**src/rtl/in_channel.sv**
```systemverilog
// in_channel: input stream buffer feeding the program's "in" instruction.
// A producer pushes words (wrValid/wrReady, wrLast closes the stream) into a
// circular buffer. Each rdReq is answered one cycle later with exactly one of
// rdAck (word delivered), rdEmpty (no data yet, stream open) or rdEnd (stream
// closed and fully drained).
//
//   state    | meaning
//   ---------+----------------------------------------------------------
//   LOADING  | stream open, producer may still write
//   CLOSED   | final word accepted, buffered words remain to be read
//   DRAINED  | final word accepted and every word has been read
module in_channel #(
    parameter int MemoryElementWidth = 12,
    parameter int NIn                = 16
) (
    input  logic                          clock,
    input  logic                          reset,
    input  logic                          wrValid,
    input  logic [MemoryElementWidth-1:0] wrData,
    input  logic                          wrLast,
    output logic                          wrReady,
    input  logic                          rdReq,
    output logic [MemoryElementWidth-1:0] rdData,
    output logic                          rdAck,
    output logic                          rdEmpty,
    output logic                          rdEnd,
    output logic [$clog2(NIn+1)-1:0]      count
);

    localparam int CW = $clog2(NIn + 1);
    localparam int PW = (NIn > 1) ? $clog2(NIn) : 1;

    localparam logic [CW-1:0] DEPTH    = CW'(NIn);
    localparam logic [PW-1:0] LAST_POS = PW'(NIn - 1);

    localparam logic [1:0] ST_LOADING = 2'd0;
    localparam logic [1:0] ST_CLOSED  = 2'd1;
    localparam logic [1:0] ST_DRAINED = 2'd2;

    logic [1:0]                    state_q,    state_d;
    logic [CW-1:0]                 count_q,    count_d;
    logic [PW-1:0]                 wr_ptr_q,   wr_ptr_d;
    logic [PW-1:0]                 rd_ptr_q,   rd_ptr_d;
    logic [MemoryElementWidth-1:0] rd_data_q,  rd_data_d;
    logic                          rd_ack_q,   rd_ack_d;
    logic                          rd_empty_q, rd_empty_d;
    logic                          rd_end_q,   rd_end_d;

    logic [MemoryElementWidth-1:0] mem_q [NIn];

    logic wr_ready;
    logic wr_fire;
    logic rd_fire;
    logic buf_empty;

    // Handshake qualifiers; readiness looks only at registered state so a read
    // in the same cycle never opens space early.
    always_comb begin
        buf_empty = (count_q == '0);
        wr_ready  = (state_q == ST_LOADING) && (count_q < DEPTH);
        wr_fire   = wrValid && wr_ready;
        rd_fire   = rdReq && !buf_empty;
    end

    // Pointer, occupancy, state and response next-state logic.
    always_comb begin
        wr_ptr_d   = wr_ptr_q;
        rd_ptr_d   = rd_ptr_q;
        count_d    = count_q;
        state_d    = state_q;
        rd_data_d  = rd_data_q;
        rd_ack_d   = 1'b0;
        rd_empty_d = 1'b0;
        rd_end_d   = 1'b0;

        if (wr_fire) begin
            wr_ptr_d = (wr_ptr_q == LAST_POS) ? '0 : wr_ptr_q + 1'b1;
        end

        if (rd_fire) begin
            rd_ptr_d  = (rd_ptr_q == LAST_POS) ? '0 : rd_ptr_q + 1'b1;
            rd_data_d = mem_q[rd_ptr_q];
            rd_ack_d  = 1'b1;
        end else if (rdReq) begin
            // Empty buffer: the answer depends on whether more data can still come.
            rd_empty_d = (state_q == ST_LOADING);
            rd_end_d   = (state_q != ST_LOADING);
        end

        case ({wr_fire, rd_fire})
            2'b10:   count_d = count_q + 1'b1;
            2'b01:   count_d = count_q - 1'b1;
            default: count_d = count_q;
        endcase

        case (state_q)
            ST_LOADING: begin
                if (wr_fire && wrLast) begin
                    state_d = (count_d == '0) ? ST_DRAINED : ST_CLOSED;
                end
            end
            ST_CLOSED: begin
                if (count_d == '0) begin
                    state_d = ST_DRAINED;
                end
            end
            ST_DRAINED: state_d = ST_DRAINED;
            default:    state_d = ST_LOADING;
        endcase
    end

    // Control and response registers, cleared asynchronously.
    always_ff @(posedge clock or negedge reset) begin
        if (!reset) begin
            state_q    <= ST_LOADING;
            count_q    <= '0;
            wr_ptr_q   <= '0;
            rd_ptr_q   <= '0;
            rd_data_q  <= '0;
            rd_ack_q   <= 1'b0;
            rd_empty_q <= 1'b0;
            rd_end_q   <= 1'b0;
        end else begin
            state_q    <= state_d;
            count_q    <= count_d;
            wr_ptr_q   <= wr_ptr_d;
            rd_ptr_q   <= rd_ptr_d;
            rd_data_q  <= rd_data_d;
            rd_ack_q   <= rd_ack_d;
            rd_empty_q <= rd_empty_d;
            rd_end_q   <= rd_end_d;
        end
    end

    // Word storage; contents are meaningless until written, so no reset.
    always_ff @(posedge clock) begin
        if (wr_fire) begin
            mem_q[wr_ptr_q] <= wrData;
        end
    end

    // Output drive.
    always_comb begin
        wrReady = wr_ready;
        rdData  = rd_data_q;
        rdAck   = rd_ack_q;
        rdEmpty = rd_empty_q;
        rdEnd   = rd_end_q;
        count   = count_q;
    end

endmodule

```
**config.mk**
```make
export PLATFORM = sky130hd
export DESIGN_NAME = in_channel
export DESIGN_NICKNAME = d
export VERILOG_FILES = /design/src/rtl/in_channel.sv
export SDC_FILE = /design/constraint.sdc
export NUM_CORES = 1
export LEC_CHECK = 0
export ABC_AREA = 1
export BUFFER_PORTS_ARGS = -buffer_cell sky130_fd_sc_hd__buf_2
export CAP_MARGIN = 30
export CORE_ASPECT_RATIO = 2
export CORE_UTILIZATION = 65
export CTS_BUF_LIST = sky130_fd_sc_hd__clkbuf_4 sky130_fd_sc_hd__clkbuf_8
export DETAILED_ROUTE_END_ITERATION = 10
export GPL_ROUTABILITY_DRIVEN = 0
export PLACE_DENSITY = 0.91
export SLEW_MARGIN = 20
export SYNTH_ARGS = -nofsm -noshare
export SYNTH_HDL_FRONTEND = slang
export SYNTH_SLANG_ARGS = --single-unit
export TNS_END_PERCENT = 5
```
**constraint.sdc**
```tcl
create_clock -name clock -period 6.3 [get_ports clock]
set_input_delay 0.315 -clock clock [delete_from_list [all_inputs] [get_ports clock]]
set_output_delay 0.315 -clock clock [all_outputs]
set_load 0.02 [all_outputs]
```
==> reports/qor.yml, run 1 <==
post-route-min-period_ns: 3.49
dpl_cell_area_mm2: 0.00931
power.switching_mw: 1.70
cts_root_buffer: "clkbuf_8"
skew_ns: 0.0198
outcome: "complete, no violations"
cts.sinks: 222
drv_slew: 0
synth_top_cell_by_area: "edfxtp_1"
areaGrowthSynthToFinish_pct: 11.1
crit_buf_inv: 2
relSlewSlack_pct: 36.0
cts_tree: "yes"
synth.top_cell.area_share_pct: 64.5
die_w_um: 84.9
p_sw_share_pct: 38.0
pwr-share-clk_pct: 24.3
totalWireLength_um: 22300
setup_viol: 0
p_int_mw: 2.79
cp_slowest_cell: "ha_1"
die_h_um: 168
hold_path_class: "in -> reg"
core_mm2: 0.0134
ant_nets: 0
drive_above_1_share_pct: 14.9
leakage_nw: 3.53
fin_area_mm2: 0.00993
reg2reg_slack_ns: 2.81
critPathMostFrequentCell: "nand2_1"
syn_area_per_cell_um2: 12.6
synth_seq_area_share_pct: 72.9
yosysUniqueCellTypes: 32
htree_num_levels: 1
synth-seq-cells: 222
end_kind: "flop"
crit_type: "reg -> reg"
powerDensity_mw_per_mm2: 452
critical-path-top-delay-family: "simple AND/OR/NAND/NOR gates"
drv_cap: 0
grt_pass1_vias: 6399
fin_nets: 785
die_area_mm2: 0.0142
antenna_cells: 0
finalNonFillerCells: 932
ir_drop_mv: 0.382
fmax_mhz: 287
finalCritPeriodShare_pct: 55.3
grt_pass1_wl_um: 34600
grt_setup_unrepaired: "false"
rr_startpoint: "count[2]$_DFF_PN0_"
routed_via_density: 6.74
cts_buffers: 27
vias: 6278
boundaryPins: 38
clk_pin_slew_ns: 0.07
final_cell_mix: "edfxtp_1, nor2_1, o21ai_0"
clkLatencyLatePin_ns: 0.54
layout_commonest_cell: "edfxtp_1"
path_max_fanout: 13
cp.required_ns: 6.74
antenna_found_initial: 1
overflow: 0
post_drt_wl_per_cell_um: 23.9
synth_area_leaders: "edfxtp_1, dfrtp_1, o21ai_0"
drc: 0
syn_nets: 735
nFillCells: 712
setup_tns_ns: 0
place_inst: 881
dp_slack_ns: 2.64
drt-initial-drc-count: 882
max-clock-path-buffers: 3
worst_pin_slew_ns: 0.959
min-delay-start: "rdReq"
dpl.hpwl_um: 13500
io_buffers: 37
critPathMaxStageDelay_ns: 0.46
grtUsageTotal_pct: 32.7
ys_warn_count: 0
grt_max_degree: 99
p_comb_share_pct: 34.1
synth_cells: 707
finalHoldViolCount: 0
start_kind: "flop"
syn_area_mm2: 0.00894
final.setup.worst_slack_ns: 2.81
power_frac_seq_pct: 41.6
cp.arrival_ns: 3.92
startpoint: "count[2]$_DFF_PN0_"
dr.pass1.iters: 8
crit_chain: "nor2_1, nand3_1, nand2_1, clkinv_1, ha_1, inv_2, nand2_1, nand2_1, ha_1, nand2_1, o21ai_1, or2_1, nor2_2, nand3_2, o21bai_4, nand2_1, nand2_1, o21ai_2"
initial_core_util_pct: 66.5
fp-row-count: 60
==> synthesized netlist by cell type, drive strengths merged <==
cell and instances:
o221ai 20, clkinv 2, nor2 129, nand2 71, nand3 29, clkbuf 29
nor3 2, a41oi 10, xor2 5, nand3b 1, inv 25, dfrtp 30
xnor2 1, edfxtp 192, a221oi 2, o21ai 102, ha 11, or2 1
nand4 1, a21oi 3, o22ai 26, buf 10, o21bai 1, o211ai 4
==> registers in the layout, summed over array words and instances, names as in the netlist <==
register / count
rd_ptr_q: 4
rdEnd: 1
rdData: 12
rdEmpty: 1
state_q: 2
rdAck: 1
count: 5
mem_q: 192
wr_ptr_q: 4
==> logic make-up (layout without fill, tap and decap cells) <==
kind of cell | count (synthesis) | in the layout | synth area share [%]
and+or+nand+nor | 234 | 234 | 10.6
DFF | 222 | 222 | 72.9
AOI/OAI and AO/OA | 168 | 168 | 11.5
buffers and inverters | 66 | 136 | 2.93
adders and majority gates | 11 | 11 | 1.54
xor gates and xnor gates | 6 | 6 | 0.588
==> final cells by class <==
type	instances	area [um^2]	area share [%]
clock buffer	40	500	5.04
multi-input combinational	419	2160	21.7
timing repair buffer	60	364	3.67
tap	155	194	1.95
clock inverter	9	90.1	0.908
sequential	222	6520	65.7
inverter	27	101	1.02
==> metrics by stage <==
step	hold WS (ns)	util [%]	total power, mW
final	0.0519	73.9	4.49
after global routing	0.0516	73.9	4.69
after CTS	0.0430	73.8	4.44
after detailed placement	0.421	69.3	3.36
after global placement	0.401	69.3	3.23
after floorplan	0.0194	-	2.90
==> what timing repair did <==
action                                 in CTS  in global routing
endpoints found under the hold margin      30                  0
gates resized for setup                     0                  0
hold buffers                                1                  0
setup buffers                               0                  0
==> layer usage <==
layer | part of all wire [%] | GRT usage (%) | up-vias
li1 | - | - | 2684
met1 | 32 | 38.6 | 3000
met2 | 53 | 57.0 | 490
met3 | 9.2 | 4.46 | 104
met4 | 5.9 | 19.0 | 0
met5 | 0 | 0 | -
==> power by group through the flow <==
stage	sequential [mW]	clock, mW	combinational (mW)
floorplan	1.92	0	0.981
global placement	1.88	0	1.35
detailed placement	1.89	0	1.47
CTS	1.86	1.09	1.49
global route	1.88	1.14	1.67
finish	1.87	1.09	1.53
==> worst paths after layout <==
kind                            cells past startpoint                      end
min in group asynchronous                           2   state_q[0]$_DFFE_PN0P_
max in group asynchronous                           2  rd_ptr_q[0]$_DFFE_PN0N_
worst min-delay path                                3        rdEmpty$_DFF_PN0_
worst max-delay path                               18   state_q[1]$_DFFE_PN0P_
worst min register to register                      2   state_q[1]$_DFFE_PN0P_
worst max register to register                     18   state_q[1]$_DFFE_PN0P_
==> worst min-delay path, delay by kind of cell <==
family / cells / cell delay (ns)
buf+inv: 2 / 0.18
simple gates: 1 / 0.06
Note: power is estimated with default switching activity, not from simulation.
==> run 2: changes to the inputs <==
--- a/config.mk
+++ b/config.mk
@@ -9,11 +9,11 @@
 export BUFFER_PORTS_ARGS = -buffer_cell sky130_fd_sc_hd__buf_2
 export CAP_MARGIN = 30
 export CORE_ASPECT_RATIO = 2
-export CORE_UTILIZATION = 65
+export CORE_UTILIZATION = 64
 export CTS_BUF_LIST = sky130_fd_sc_hd__clkbuf_4 sky130_fd_sc_hd__clkbuf_8
 export DETAILED_ROUTE_END_ITERATION = 10
 export GPL_ROUTABILITY_DRIVEN = 0
-export PLACE_DENSITY = 0.91
+export PLACE_DENSITY = 0.9
 export SLEW_MARGIN = 20
 export SYNTH_ARGS = -nofsm -noshare
 export SYNTH_HDL_FRONTEND = slang
==> constraint.sdc (replaced) <==
create_clock -name clock -period 3.5 [get_ports clock]
set_input_delay 0.175 -clock clock [delete_from_list [all_inputs] [get_ports clock]]
set_output_delay 0.175 -clock clock [all_outputs]
set_load 0.02 [all_outputs]
==> run 2 against run 1 <==
Cell area is 0.62% higher. Sequential power rose by 80%. Count of clock-buffer cells in the layout is 6 lower. Non-clock buffer count increased by 1. Sequential share of layout area shrank 0.40 points. First-iteration DRC count fell by 17%. Clock power up 92%. Combinational power up 80%.
==> reports/qor.yml, run 2 (same netlist as run 1, synthesis figures left out) <==
die_h_um: 169  # +0.77%
core_mm2: 0.0135  # +0.56%
dpl.hpwl_um: 13400  # -0.73%
cp.arrival_ns: 3.70  # -0.22 ns
cts_buffers: 27  # unchanged
r2r_end: "state_q[0]$_DFFE_PN0P_"
dr.pass1.iters: 5  # -3
htree_num_levels: 1  # unchanged
wl_met2_um: 11600  # -1.5%
pwr-share-clk_pct: 25.4  # +1.1 points
path_max_fanout: 13  # unchanged
finalHoldViolCount: 0  # unchanged
relSlewSlack_pct: 36.0  # -0.060 points
drt-initial-drc-count: 732  # -17%
final_core_util_pct: 73.9  # about the same
grt_pass1_wl_um: 33100  # -4.2%
dpl_cell_area_mm2: 0.00933  # +0.21%
design_power_total_mw: 8.21  # +83%
clkLatencyLatePin_ns: 0.54  # about the same
cts.sinks: 222  # unchanged
fin_nets: 786  # +0.13%
power_frac_seq_pct: 40.9  # -0.7 points
drive_above_1_share_pct: 15.3  # +0.37 points
highest_layer: "met4"
grtUsageTotal_pct: 30.8  # -1.9 points
layout_commonest_cell: "edfxtp_1"
fp-row-count: 60  # unchanged
multi_input_area_mm2: 0.00216  # +0.12%
cts_root_buffer: "clkbuf_8"
fin_area_mm2: 0.00999  # +0.62%
outcome: "complete, no violations"
fmax_mhz: 306  # +6.5%
reg2reg_depth: 21  # +3
largest_reg_flops: 192  # unchanged
drc: 0  # unchanged
place_inst: 882  # +0.11%
reg2reg_slack_ns: 0.23  # -2.59 ns
grt_pass1_vias: 6318  # -1.3%
min-delay-start: "wrData[8]"
p_int_mw: 5.16  # +85%
hold_path_depth: 1  # -2
worst_pin_slew_ns: 0.960  # +0.000893 ns
skew_ns: 0.0250  # +0.00523 ns
p_sw_share_pct: 37.2  # -0.78 points
largest_register: "mem_q"
grt_max_degree: 99  # unchanged
finalNonFillerCells: 933  # +0.11%
totalWireLength_um: 21400  # -3.9%
end_kind: "flop"
wl_met3_um: 1770  # -14%
routed_via_density: 6.60  # -2.0%
final_cell_mix: "edfxtp_1, nor2_1, o21ai_0"
ir_drop_mv: 0.682  # +79%
drv_slew: 0  # unchanged
wirelength_met1_um: 6950  # -1.8%
p_comb_share_pct: 33.6  # -0.5 points
grt_setup_unrepaired: "false"
hold-path-endpoint: "mem_q[1][8]$_DFFE_PP_"
power.switching_mw: 3.05  # +79%
start_kind: "flop"
overflow: 0  # unchanged
crit_type: "reg -> reg"
finalCritPeriodShare_pct: 93.5  # +38 points
post_drt_wl_per_cell_um: 22.9  # -4.0%
setup_viol: 0  # unchanged
clk_pin_slew_ns: 0.08  # about the same
ant_nets: 0  # unchanged
leakage_nw: 3.56  # +0.80%
cts_tree: "yes"
rr_startpoint: "count[0]$_DFF_PN0_"
nFillCells: 788  # +11%
antenna_cells: 0  # unchanged
boundaryPins: 38  # unchanged
powerDensity_mw_per_mm2: 822  # +82%
areaGrowthSynthToFinish_pct: 11.8
drv_cap: 0  # unchanged
setup_tns_ns: 0  # unchanged
die_area_mm2: 0.0145  # +1.5%
seq_area_mm2: 0.00652  # unchanged
cts_resized: 0  # unchanged
antenna_found_initial: 0  # -1
vias: 6162  # -1.8%
post-route-min-period_ns: 3.27  # -0.213 ns
initial_core_util_pct: 66.1  # -0.37 points
io_buffers: 37  # unchanged
cp.required_ns: 3.93  # -2.81 ns
die_w_um: 85.6  # +0.76%
hold_path_class: "in -> reg"
max-clock-path-buffers: 3  # unchanged
==> run 2: changes by cell type in the layout (fill, tap and decap cells not counted), moves of 2 or more <==
cell and change:
bufinv_16 +3, clkbuf_4 -2, clkbuf_8 -4, clkinv_1 -3, clkinv_2 +4
==> run 2: how the worst max path moves through the flow <==
stage                                       from                endpoint  depth (start not counted)
after floorplan           state_q[0]$_DFFE_PN0P_  state_q[0]$_DFFE_PN0P_                         19
after global placement        count[0]$_DFF_PN0_  state_q[0]$_DFFE_PN0P_                         18
after detailed placement      count[0]$_DFF_PN0_  state_q[0]$_DFFE_PN0P_                         18
after CTS                     count[0]$_DFF_PN0_  state_q[0]$_DFFE_PN0P_                         18
after global routing          count[2]$_DFF_PN0_  state_q[0]$_DFFE_PN0P_                         21
final                         count[0]$_DFF_PN0_  state_q[0]$_DFFE_PN0P_                         21
==> run 2: cell type report <==
type / count / area share, %
flip-flops and latches: 222 / 65.3
multi-input cells: 419 / 21.6
clock buffers: 34 / 4.31
repair buffers: 61 / 3.83
clock inverters: 15 / 2.00
well taps: 155 / 1.94
inverters: 27 / 1.01
==> run 2: routing by layer <==
layer,up-vias,GRT usage [%]
li1,2682,-
met1,2956,35.9
met2,434,55.1
met3,90,4.19
met4,0,15.3
met5,-,0
==> run 2: power groups by stage <==
stage,clock network [mW],logic (mW),registers [mW]
detailed placement,0,2.68,3.40
floorplan,0,1.76,3.45
finish,2.09,2.76,3.36
global placement,0,2.50,3.38
global route,2.20,3.01,3.38
CTS,2.09,2.71,3.35
==> run 2: stage by stage <==
step,hold WS (ns),worst slack [ns]
after floorplan,-0.121,0.602
after global placement,0.256,0.666
after detailed placement,0.269,0.407
after CTS,0.00541,0.348
after global routing,0.00370,0.00502
final,0.0208,0.227
==> run 2: timing repair <==
action | CTS | global route
hold endpoints to repair | 32 | 0
buffers inserted | 0 | 0
hold buffers | 2 | 0
==> run 2: worst max-delay path, stage by stage (launching register included) <==
cell and delay, ns:
dfrtp_1 0.46, nor2_1 0.07, nand3_1 0.13, nand2_1 0.11, inv_1 0.33, ha_1 0.40, inv_2 0.10, nand2_1 0.09
nand2_1 0.09, ha_1 0.21, inv_1 0.09, nand2_1 0.11, inv_1 0.08, nand2_1 0.06, nand3_1 0.10, nand2_2 0.07
nor2_2 0.11, nand3_2 0.13, o21bai_4 0.15, nand2_1 0.10, nand2_1 0.10, o21ai_2 0.06
